$ cat src/rtl/mac_sequencer.sv
// Drives an accumulate-capable MAC: INIT (load bias), K accepted operand pairs, CAP (capture result).
// Result is registered one cycle after CAP; in_ready stays low in CAP while the previous result is unconsumed.
module mac_sequencer #(
  parameter int INW  = 16,
  parameter int OUTW = 64,
  parameter int K    = 4
) (
  input  logic            clk,
  input  logic            reset,
  input  logic [INW-1:0]  in_a,
  input  logic [INW-1:0]  in_b,
  input  logic            in_valid,
  output logic            in_ready,
  input  logic [INW-1:0]  bias,
  output logic [INW-1:0]  mac_in0,
  output logic [INW-1:0]  mac_in1,
  output logic [INW-1:0]  mac_init_value,
  output logic            mac_init_acc,
  output logic            mac_input_valid,
  input  logic [OUTW-1:0] mac_out,
  output logic [OUTW-1:0] out_data,
  output logic            out_valid,
  input  logic            out_ready
);

  localparam int CW = (K > 1) ? $clog2(K) : 1;
  localparam logic [CW-1:0] LAST = CW'(K - 1);

  typedef enum logic [1:0] {
    INIT = 2'd0,
    ACC  = 2'd1,
    CAP  = 2'd2
  } state_t;

  state_t        state, state_nxt;
  logic [CW-1:0] cnt, cnt_nxt;
  logic          cap_load;

  assign mac_in0         = in_a;
  assign mac_in1         = in_b;
  assign mac_init_value  = bias;
  assign mac_input_valid = in_valid && in_ready;

  always_ff @(posedge clk or posedge reset) begin
    if (reset) begin
      state <= INIT;
      cnt   <= '0;
    end else begin
      state <= state_nxt;
      cnt   <= cnt_nxt;
    end
  end

  always_comb begin
    state_nxt    = state;
    cnt_nxt      = cnt;
    in_ready     = 1'b0;
    mac_init_acc = 1'b0;
    cap_load     = 1'b0;
    case (state)
      INIT: begin
        mac_init_acc = 1'b1;
        cnt_nxt      = '0;
        state_nxt    = ACC;
      end
      ACC: begin
        in_ready = 1'b1;
        if (in_valid) begin
          cnt_nxt = cnt + 1'b1;
          if (cnt == LAST) state_nxt = CAP;
        end
      end
      CAP: begin
        // MAC accumulator already holds the final sum here (1-cycle update latency)
        if (!out_valid || out_ready) begin
          cap_load  = 1'b1;
          state_nxt = INIT;
        end
      end
      default: state_nxt = INIT;
    endcase
  end

  always_ff @(posedge clk or posedge reset) begin
    if (reset) begin
      out_valid <= 1'b0;
      out_data  <= '0;
    end else if (cap_load) begin
      out_valid <= 1'b1;
      out_data  <= mac_out;
    end else if (out_ready) begin
      out_valid <= 1'b0;
    end
  end

endmodule

$ cat config.mk
export PLATFORM = sky130hd
export DESIGN_NAME = mac_sequencer
export DESIGN_NICKNAME = d
export VERILOG_FILES = /design/src/rtl/mac_sequencer.sv
export SDC_FILE = /design/constraint.sdc
export NUM_CORES = 1
export LEC_CHECK = 0
export BUFFER_PORTS_ARGS = -buffer_cell sky130_fd_sc_hd__buf_2
export CELL_PAD_IN_SITES_DETAIL_PLACEMENT = 0
export CELL_PAD_IN_SITES_GLOBAL_PLACEMENT = 1
export CORE_ASPECT_RATIO = 0.8
export CORE_MARGIN = 1.5
export CORE_UTILIZATION = 25
export DETAILED_ROUTE_END_ITERATION = 8
export PLACE_DENSITY = 0.76
export SYNTH_ARGS = -nofsm -noshare
export SYNTH_HDL_FRONTEND = slang
export SYNTH_SLANG_ARGS = --single-unit
$ cat constraint.sdc
create_clock -name clk -period 2.4 [get_ports clk]
set_input_delay 0 -clock clk [delete_from_list [all_inputs] [get_ports clk]]
set_output_delay 0 -clock clk [all_outputs]
set_load 0.01 [all_outputs]
# Word-level counts from Yosys, hierarchy flattened
# Index checks and enable logic that the tools add are counted.
[word_totals]
ff_bits = 69
inputBits = 116
output_inout_bits = 116
elab_cells = 31
[op_classes]
add_sub_neg = 1
eq_ne = 6
mux = 12
reduce_logical = 8
[op_table]
columns = ["op", "n"]
rows = [
  ["$mux W2", 4],
  ["$mux W1", 6],
  ["$ne A2 B2 Y1 const B", 3],
  ["$pmux W2 S3", 1],
  ["$eq A2 B2 Y1 const B", 2],
  ["$pmux W2 S2", 1],
  ["$reduce_bool A2 Y1", 2],
  ["$reduce_and A3 Y1", 1],
  ["$add A2 B1 Y2 const B", 1],
  ["$eq A2 B1 Y1 const B", 1],
  ["$logic_not A2 Y1", 1],
  ["$reduce_and A2 Y1", 1],
  ["$logic_and A1 B1 Y1", 1],
  ["$logic_not A1 Y1", 1],
  ["$logic_or A1 B1 Y1", 1],
]

# Depth between registers and ports, before layout
# Gate-level depths: netlist (run 1).
[depth]
depth_word = 5
mapped_depth = 5
ltp_nobuf = 3

# Least setup slack after synthesis (run 1)
# OpenSTA, ideal clock, no wires.
[synth_path]
path_kind = "register to register"
from = "reg state[0]"
to = "reg out_data[0]"
setup_time_ps = 125
arrival_time_ps = 1279
required_ps = 2275
path_slack_ps = 995
stages_incl_launch_ff = 6
n_path_buf = 2
period_less_slack_ps = 1405
cell_sequence = "dfrtp_1 nand2b_4 nor2b_4 buf_12 buf_12 mux2_4"
[synth_between]
elab_chain_len = 2
[synth_lines]
columns = ["element", "line", "rtl"]
rows = [
  ["from (decl)", "35", "state_t state, state_nxt;"],
  ["from (signal assigned)", "49", "state <= state_nxt;"],
  ["$eq A2 B2 Y1", "60", "case (state)"],
  ["$mux W1", "60", ""],
  ["to (signal assigned)", "90", "out_data <= mac_out;"],
  ["to (decl)", "21", "output logic [OUTW-1:0] out_data,"],
]
# No other way between the ends.
# A chain may end at the register's enable or synchronous reset.

# Worst setup path in the final report (run 1)
[layout_path]
from = "reg state[0]"
to = "reg out_data[2]"
# Same word-level chain as after synthesis.

==> results of run 1 <==
## path summary, 6_finish.rpt
check                                         end  slack [ps]
worst max register to register        out_data[2]         560
worst max-delay path                  out_data[2]         560
worst min register to register       out_data[35]         500
worst min-delay path            mac_init_value[4]       0.004
max in group asynchronous            out_data[62]        1450
min in group asynchronous            out_data[30]         300
## flip-flops by register name, indices dropped and copies added (netlist names)
register and cells:
out_data 64, cnt 2, out_valid 1, state 2
## synth_stat cells
cell                        n  share of area, %
sky130_fd_sc_hd__dfrtp_1   69                52
sky130_fd_sc_hd__o31ai_1    1              0.23
sky130_fd_sc_hd__mux2_2     4               1.4
sky130_fd_sc_hd__a31oi_1    1              0.19
sky130_fd_sc_hd__mux2_4    60                27
sky130_fd_sc_hd__nand2_1    2              0.23
sky130_fd_sc_hd__a22o_1     1              0.26
sky130_fd_sc_hd__nor2_1     3              0.34
sky130_fd_sc_hd__nor2b_4    1              0.42
sky130_fd_sc_hd__o22ai_1    1              0.19
sky130_fd_sc_hd__nand2b_1   2              0.38
sky130_fd_sc_hd__ha_1       1              0.38
sky130_fd_sc_hd__buf_4     48                11
sky130_fd_sc_hd__nor2b_1    1              0.19
sky130_fd_sc_hd__inv_1      3              0.34
sky130_fd_sc_hd__buf_12     7               4.2
sky130_fd_sc_hd__o21ai_0    1              0.15
sky130_fd_sc_hd__mux2i_1    1              0.30
sky130_fd_sc_hd__nand2b_4   1              0.42
## power by group
group	total, mW	switching (mW)	internal [mW]
sequential	2.08	0.335	1.75
combinational	2.03	0.783	1.25
clock	1.36	0.522	0.840
## kinds of logic (layout without fill, tap and decap cells)
logic type | count (synthesis) | in the layout | share of synthesized area, %
AND/OR/NAND/NOR | 10 | 10 | 1.97
buffers and inverters | 58 | 228 | 15.5
flip-flops | 69 | 69 | 52.2
multiplexers | 65 | 65 | 28.9
AO/OA/AOI/OAI | 5 | 5 | 1.02
adder cells (fa/ha/maj) | 1 | 1 | 0.378
## per-layer routing
layer / global-route usage, % / vias up / part of all wire [%] / routed length (um)
li1: - / 985 / - / -
met1: 13.2 / 1034 / 45 / 3330
met2: 17.1 / 96 / 45 / 3380
met3: 4.38 / 36 / 7.5 / 559
met4: 5.56 / 0 / 2.4 / 182
met5: 0 / - / 0 / 0
## critical path: stages (launching register included)
cell and delay [ps]:
sky130_fd_sc_hd__dfrtp_1 430, sky130_fd_sc_hd__nand2b_4 190, sky130_fd_sc_hd__nor2b_4 460, sky130_fd_sc_hd__buf_12 280, sky130_fd_sc_hd__mux2_2 350
## layout make-up
cell class | instances | area (um^2) | area share [%]
sequential | 69 | 1730 | 36.2
clock buffer | 10 | 239 | 5.01
inverter | 3 | 11.3 | 0.236
timing repair buffer | 209 | 1440 | 30.1
multi-input combinational | 81 | 1070 | 22.4
tap | 175 | 219 | 4.59
clock inverter | 6 | 70.1 | 1.47
## through the flow
step,worst slack (ps),std cells
2_1_floorplan,660,208
3_3_place_gp,568,470
3_5_place_dp,506,470
4_1_cts,505,553
5_1_grt,466,553
6_report,556,553
==> run_results.csv, run 1 <==
group,metric,value,unit
clock_tree,clk_pin_slew_worst_paths,60,ps
sta,fmaxAchievable,0.542,GHz
floorplan,initial_core_util,25.7,%
final_layout,syn2layout_area_growth,44.3,%
sta,report.final.slew_viol_count,0,
clock_tree,post_cts_resize_count,0,
global_routing,grt_start_max_net_pins,43,
pwr,total_power,5.47,mW
global_routing,globalRouteOverflowTotal,0,
floorplan,die-width,132,um
logic_synthesis,yosysSeqAreaShare,52.2,%
logic_synthesis,synth.distinct_cells,19,
setup_path,cp_max_fo,24,
setup_path,cp-startpoint,"state[0]",
final_layout,most-common-layout-cells,"sky130_fd_sc_hd__buf_2, sky130_fd_sc_hd__dfrtp_1, sky130_fd_sc_hd__dlygate4sd3_1, sky130_fd_sc_hd__mux2_4, sky130_fd_sc_hd__clkbuf_16",
floorplan,die_h,106,um
sta,slew_headroom,57.5,%
status,result_of_the_run,"completed",
sta,layout_min_cycle_time,1840,ps
clock_tree,cts_setup_buffers,0,
final_layout,post-route-cell-area,4770,um^2
final_layout,finish.utilization,37.1,%
sta,fraction_of_the_cycle_the_final_worst_path_needs,76.8,%
routing,num_vias,2151,
sta,skew,7.43,ps
final_layout,most_frequent_standard_cell_in_the_layout_excluding_fill_and_tap_cells,"sky130_fd_sc_hd__buf_2",
routing,number_of_routed_nets_with_antenna_violations,0,
clock_tree,clock_tree_from_tritoncts,"built",
setup_path,startpoint_type,"flop",
hold_path,worst_hold_startpoint,"bias[4]",
routing,dr.first_iter.drc_count,49,
sta,timing.setup.tns,0,ps
global_routing,groute.usage.overall,11.0,%
logic_synthesis,synthesis.area_per_instance,15.9,um^2
placement,gpl.final_weighted_congestion,0.798,
clock_tree,inserted_clock_buffers,9,
hold_path,min_path_type,"in2out",
routing,drt-pass1-iter-count,3,
routing,detail_route.drc_violations,0,
flow_run,drv_cap,0,
sta,grt_setup_unrepaired,"no",
routing,routed_wl,7450,um
global_routing,grt_antenna_before_repair,0,
placement,number_of_buffers_inserted_by_port_buffering,135,
global_routing,first_global_vias,2352,
sta,fin_worst_hold_slack,0.00392,ps
clock_tree,post_cts_hold_buffer_count,67,
pwr,power.ir.vdd_worst,0.000390,V
setup_path,endpoint_type_of_the_worst_setup_path,"flop",
placement,hpwlAfterDp,4610,um
clock_tree,clk-insertion-delay-late,330,ps
clock_tree,clkSinkCount,69,
pwr,pwr_density_cell,1150,nW/um^2
logic_synthesis,yosys_register_bits,69,
final_layout,fillCellCount,1240,
floorplan,io_pins,232,
logic_synthesis,netlist_area,3310,um^2
logic_synthesis,postSynthNetCount,325,
logic_synthesis,synth.yosys.warnings,0,
floorplan,fp.dieArea,13900,um^2
clock_tree,clock_tree.htree_level_count,3,
logic_synthesis,postSynthCellCount,208,
sta,timing.final.hold_violations,0,
global_routing,grt_first_pass_wirelength,12000,um
floorplan,placeableCoreArea,12900,um^2
floorplan,placementRows,37,
sta,tightest_slew,636,ps
setup_path,rr_worst_depth,4,
setup_path,arrival,2060,ps
routing,via_per_inst,3.89,
final_layout,finalNetCount,490,
clock_tree,ctsRootBufferMaster,"sky130_fd_sc_hd__clkbuf_16",
setup_path,timing.setup.critical_path_class,"reg2reg",
hold_path,min_path_cells,0,
final_layout,antennaDiodeCount,0,
routing,wl_per_cell,13.5,um
placement,place_area,3790,um^2
clock_tree,cts_max_path_buffers,2,
setup_path,cp.required,2610,ps
pwr,power_leakage,2.31,nW
sta,timing.final.setup_violations,0,
setup_path,worst_r2r_startpoint,"state[0]",
final_layout,layout-drive-gt1-share,59.5,%
(Power assumes the default switching activity.)
==> inputs of run 2 (changes only) <==
ABC_AREA = 1   (was unset)
PLACE_DENSITY = 0.86   (was 0.76)
clock period = 1.65 ns   (was 2.4 ns; I/O delays follow)
==> run_results.csv, run 2 <==
group,metric,value,unit
floorplan,io_pins,232,
global_routing,first_global_vias,2784,
logic_synthesis,synthSimpleGateAreaFrac,28.0,%
logic_synthesis,postSynthCellCount,357,
final_layout,finalNetCount,626,
final_layout,post-route-cell-area,4580,um^2
logic_synthesis,yosys_register_bits,69,
clock_tree,post_cts_resize_count,0,
final_layout,antennaDiodeCount,0,
sta,fraction_of_the_cycle_the_final_worst_path_needs,79.8,%
logic_synthesis,synth_enable_flop_cells,0,
routing,via_per_inst,4.16,
setup_path,cp.required,1910,ps
final_layout,registers_with_the_most_flip_flops,"out_data (64), cnt (2), state (2)",
sta,grt_setup_unrepaired,"no",
pwr,power_leakage,2.63,nW
routing,detail_route.drc_violations,0,
logic_synthesis,synth_top_cells_by_area,"sky130_fd_sc_hd__dfrtp_1, sky130_fd_sc_hd__nand2_1, sky130_fd_sc_hd__buf_4",
global_routing,groute.layer.met2.usage,19.7,%
setup_path,endpoint_type_of_the_worst_setup_path,"flop",
setup_path,cp_max_fo,46,
placement,number_of_buffers_inserted_by_port_buffering,135,
final_layout,most_frequent_standard_cell_in_the_layout_excluding_fill_and_tap_cells,"sky130_fd_sc_hd__buf_2",
sta,timing.final.setup_violations,0,
clock_tree,ctsRootBufferMaster,"sky130_fd_sc_hd__clkbuf_16",
setup_path,path_delay_family,"buffers and inverters",
final_layout,register_ranked_first_by_flip_flop_count,"out_data",
sta,timing.final.ws_setup,334,ps
global_routing,grt_antenna_before_repair,0,
placement,dp_worst_setup_slack,357,ps
floorplan,placeableCoreArea,12300,um^2
setup_path,timing.setup.critical_path_class,"reg2reg",
logic_synthesis,synthesis.area_per_instance,8.87,um^2
routing,routed_wl,8350,um
logic_synthesis,synth.cells.most_frequent,"sky130_fd_sc_hd__nand2_1, sky130_fd_sc_hd__nand3_1, sky130_fd_sc_hd__dfrtp_1, sky130_fd_sc_hd__buf_4, sky130_fd_sc_hd__buf_2",
logic_synthesis,postSynthNetCount,474,
final_layout,largest_register_ff_count,64,
final_layout,most-common-layout-cells,"sky130_fd_sc_hd__buf_2, sky130_fd_sc_hd__nand2_1, sky130_fd_sc_hd__nand3_1, sky130_fd_sc_hd__dfrtp_1, sky130_fd_sc_hd__dlygate4sd3_1",
placement,hpwlAfterDp,5190,um
final_layout,syn2layout_area_growth,44.4,%
sta,slew_headroom,68.1,%
global_routing,gr-max-usage-layer,"met2",
setup_path,startpoint_type,"flop",
floorplan,initial_core_util,25.9,%
global_routing,grtUsageMet3,5.89,%
sta,report.final.slew_viol_count,0,
routing,wl_per_cell,12.2,um
floorplan,die_h,104,um
clock_tree,clk-insertion-delay-late,330,ps
routing,drt-pass1-iter-count,4,
routing,num_vias,2843,
sta,timing.final.hold_violations,0,
floorplan,fp.dieArea,13400,um^2
logic_synthesis,ys_async_sr_fraction,100,%
logic_synthesis,synth_top_family_by_area,"simple AND/OR/NAND/NOR gates",
final_layout,instances_no_fill,683,
clock_tree,clkSinkCount,69,
hold_path,min_path_type,"in2out",
clock_tree,inserted_clock_buffers,9,
pwr,total_power,6.75,mW
clock_tree,clk_pin_slew_worst_paths,50,ps
logic_synthesis,share_of_synthesized_cell_area_in_full_adder_half_adder_and_majority_cells,0.395,%
placement,place_area,3640,um^2
logic_synthesis,synth_compound_gate_area_share,0,%
global_routing,use_met1,15.0,%
logic_synthesis,synth_flop_cell,"sky130_fd_sc_hd__dfrtp_1",
final_layout,layout-drive-gt1-share,31.4,%
logic_synthesis,yosysSeqAreaShare,54.5,%
floorplan,placementRows,36,
logic_synthesis,synth.yosys.warnings,0,
global_routing,globalRouteOverflowTotal,0,
logic_synthesis,synth_top_area_share,54.5,%
sta,fin_worst_hold_slack,0.00392,ps
setup_path,arrival,1580,ps
floorplan,die-width,129,um
routing,dr.first_iter.drc_count,97,
global_routing,grt_first_pass_wirelength,13300,um
global_routing,groute.usage.overall,12.6,%
global_routing,grt_start_max_net_pins,70,
logic_synthesis,synth.largest_area_cell,"sky130_fd_sc_hd__dfrtp_1",
status,result_of_the_run,"completed",
logic_synthesis,synth.distinct_cells,12,
final_layout,finish.utilization,37.3,%
logic_synthesis,portion_of_netlist_area_occupied_by_mux_cells,0,%
sta,skew,4.26,ps
pwr,power.ir.vdd_worst,0.000690,V
pwr,pwr_density_cell,1480,nW/um^2
clock_tree,clock_tree_from_tritoncts,"built",
clock_tree,cts_max_path_buffers,2,
logic_synthesis,yosys.area_share.xor_xnor,0,%
setup_path,cp_slowest_stage_delay,430,ps
logic_synthesis,synth.most_common_cell,"sky130_fd_sc_hd__nand2_1",
sta,fmaxAchievable,0.760,GHz
placement,cell_count_after_placement,602,
sta,timing.setup.tns,0,ps
setup_path,timing.critical_path.buf_inv,1,
sta,tightest_slew,478,ps
routing,number_of_routed_nets_with_antenna_violations,0,
clock_tree,clock_tree.htree_level_count,3,
flow_run,drv_cap,0,
setup_path,crit_path_top_delay_cell,"sky130_fd_sc_hd__buf_4",
sta,layout_min_cycle_time,1320,ps
logic_synthesis,netlist_area,3170,um^2
placement,gpl.final_weighted_congestion,0.786,
setup_path,worstPathCellList,"nor2_4 -> buf_4 -> nand3_1 -> nand2_1",
run 2: worst paths after layout:
check,startpoint,endpoint,slack (ps),cells after the start
max in group asynchronous,reset,out_data[37],1040,4
max,state[0],out_data[49],330,4
min reg2reg,out_data[44],out_data[44],460,2
min,bias[5],mac_init_value[5],0.004,0
max reg2reg,state[0],out_data[49],330,4
min in group asynchronous,reset,out_data[11],330,4
run 2: report_power, final:
group / internal [mW] / leakage, nW / switching, mW
Combinational: 0.976 / 1.57 / 1.21
Sequential: 2.43 / 0.925 / 0.399
Clock: 1.08 / 0.134 / 0.657
Total: 4.49 / 2.63 / 2.27
run 2: kinds of logic after synthesis:
logic type,count (synthesis)
AND/OR/NAND/NOR,210
adder cells (fa/ha/maj),1
buffers and inverters,77
flip-flops,69
run 2: worst reg2reg max path, delay by kind of cell, from the launching register on:
family / cells / cell delay (ps)
buffers and inverters: 1 / 430
flip-flops: 1 / 420
AND/OR/NAND/NOR: 3 / 410
run 2: routing by layer:
| metal | vias to the layer above | share of wire (%) |
|---|---|---|
| met5 | - | 0 |
| met4 | 0 | 2.0 |
| met1 | 1299 | 44 |
| li1 | 1379 | - |
| met2 | 145 | 46 |
| met3 | 20 | 8.4 |
run 2: final cells by class:
class                   count  area, um^2
fillers                  1255        7680
flip-flops and latches     69        1730
repair buffers            210        1430
multi-input cells         211         903
clock buffers              12         256
well taps                 171         214
inverters                   8        33.8
clock inverters             2        10.0
run 2: timing repair:
action	4_1_cts	5_1_grt
hold endpoints to repair	137	0
buffers inserted	0	0
hold buffers	67	0
==> inputs of run 3 (changes only) <==
PLACE_DENSITY = 0.83   (was 0.86)
clock period = 1.35 ns   (was 1.65 ns; I/O delays follow)
==> run_results.csv, run 3 (synthesized netlist as in run 2, its figures left out) <==
group,metric,value,unit
hold_path,worst_hold_startpoint,"bias[6]",
final_layout,most-common-layout-cells,"sky130_fd_sc_hd__buf_2, sky130_fd_sc_hd__nand2_1, sky130_fd_sc_hd__nand3_1, sky130_fd_sc_hd__dfrtp_1, sky130_fd_sc_hd__dlygate4sd3_1",
final_layout,most_frequent_standard_cell_in_the_layout_excluding_fill_and_tap_cells,"sky130_fd_sc_hd__buf_2",
pwr,total_power,8.24,mW
placement,cell_count_after_placement,602,
floorplan,io_pins,232,
global_routing,grt_start_max_net_pins,70,
global_routing,groute.usage.overall,12.3,%
setup_path,cp_max_fo,4,
sta,report.final.slew_viol_count,0,
final_layout,instances_no_fill,683,
sta,slew_headroom,75.2,%
floorplan,placementRows,36,
floorplan,placeableCoreArea,12300,um^2
routing,routed_wl,8200,um
setup_path,worst_r2r_startpoint,"state[0]",
hold_path,min_path_cells,0,
setup_path,capture_instance_of_the_worst_register_to_register_path,"out_data[10]",
pwr,power_frac_seq,41.9,%
floorplan,die-width,129,um
floorplan,die_h,104,um
setup_path,endpoint_type_of_the_worst_setup_path,"output pin",
clock_tree,clk_pin_slew_worst_paths,50,ps
routing,number_of_routed_nets_with_antenna_violations,0,
final_layout,registers_with_the_most_flip_flops,"out_data (64), cnt (2), state (2)",
routing,dr.first_iter.drc_count,93,
setup_path,cp.required,1350,ps
final_layout,layout-drive-gt1-share,31.4,%
sta,fmaxAchievable,0.817,GHz
pwr,cell_internal_pwr,5.49,mW
routing,via_per_inst,4.17,
sta,timing.final.hold_violations,0,
clock_tree,clkSinkCount,69,
setup_path,startpoint_type,"flop",
sta,fraction_of_the_cycle_the_final_worst_path_needs,90.6,%
placement,number_of_buffers_inserted_by_port_buffering,135,
routing,num_vias,2849,
clock_tree,ctsRootBufferMaster,"sky130_fd_sc_hd__clkbuf_16",
routing,wl_per_cell,12.0,um
sta,skew,3.90,ps
global_routing,grt_first_pass_wirelength,13000,um
routing,drt-pass1-iter-count,6,
hold_path,min_path_type,"in2out",
clock_tree,clk-insertion-delay-late,330,ps
setup_path,cp-startpoint,"state[0]",
sta,grt_setup_unrepaired,"no",
clock_tree,clock_tree_from_tritoncts,"built",
sta,timing.setup.tns,0,ps
setup_path,arrival,1220,ps
global_routing,first_global_vias,2755,
floorplan,initial_core_util,25.9,%
flow_run,drv_cap,0,
pwr,switching_power,2.76,mW
pwr,power.share.combinational,32.4,%
hold_path,whs_endpoint,"mac_init_value[6]",
clock_tree,cts_max_path_buffers,2,
clock_tree,inserted_clock_buffers,9,
floorplan,fp.dieArea,13400,um^2
pwr,power_leakage,2.63,nW
final_layout,syn2layout_area_growth,44.8,%
final_layout,largest_register_ff_count,64,
setup_path,timing.setup.critical_path_class,"reg2out",
final_layout,antennaDiodeCount,0,
routing,detail_route.drc_violations,0,
final_layout,register_ranked_first_by_flip_flop_count,"out_data",
global_routing,grt_antenna_before_repair,0,
setup_path,rr_worst_depth,5,
sta,tightest_slew,371,ps
pwr,power.ir.vdd_worst,0.000828,V
placement,hpwlAfterDp,5210,um
status,result_of_the_run,"completed",
setup_path,r2r_slack,190,ps
sta,timing.final.setup_violations,0,
pwr,power_switching_share,33.5,%
global_routing,globalRouteOverflowTotal,0,
placement,gpl.final_weighted_congestion,0.692,
final_layout,finalNetCount,626,
clock_tree,post_cts_resize_count,0,
pwr,pwr_density_cell,1800,nW/um^2
pwr,clkPwrFrac,25.6,%
sta,layout_min_cycle_time,1220,ps
clock_tree,clock_tree.htree_level_count,3,
-- run 3: cell count changes in the layout (fill, tap and decap cells not counted) --
cell / delta
sky130_fd_sc_hd__buf_4: -1
sky130_fd_sc_hd__buf_12: +1
-- run 3: layout make-up --
type	instances	area, um^2
fillers	1242	7660
flip-flops and latches	69	1730
repair buffers	210	1440
multi-input cells	211	903
clock buffers	12	256
well taps	171	214
inverters	8	33.8
clock inverters	2	10.0
-- run 3: worst max-delay path, cell delays in order, from the launching register on --
cell	delay [ps]
sky130_fd_sc_hd__dfrtp_1	420
sky130_fd_sc_hd__inv_1	70
sky130_fd_sc_hd__nor2_1	220
sky130_fd_sc_hd__buf_2	180
-- run 3: power by group through the flow --
stage	sequential (mW)	clock (mW)	combinational, mW
5_1_grt	3.56	2.31	3.00
4_1_cts	3.46	2.21	2.72
3_5_place_dp	3.47	0	2.58
3_3_place_gp	3.48	0	2.49
6_report	3.46	2.11	2.67
2_1_floorplan	3.88	0	1.04
-- run 3: worst max-delay path by stage --
stage,end,slack [ps]
floorplan,out_data[10],270
global placement,out_data[6],210
detailed placement,out_data[17],170
CTS,in_ready,110
global route,in_ready,40
finish,in_ready,130
-- run 3: metal layers --
metal / wire [um] / track usage, %
met4: 156 / 4.57
met1: 3510 / 13.9
met3: 639 / 5.32
met2: 3900 / 20.6
met5: 0 / 0
-- run 3: what timing repair did --
action / CTS / global route
hold buffers: 67 / 0
setup buffers: 0 / 0
hold endpoints to repair: 136 / 0
-- run 3: through the flow --
stage                     worst slack (ps)  utilization (%)  hold slack, ps  instance area, um^2
after floorplan                        267                -            91.8                 3170
after global placement                 213             29.8          0.0686                 3650
after detailed placement               171             29.8          0.0686                 3650
after CTS                              114             37.4          0.0686                 4590
after global routing                  38.7             37.4          0.0150                 4590
final                                  126             37.4         0.00391                 4590
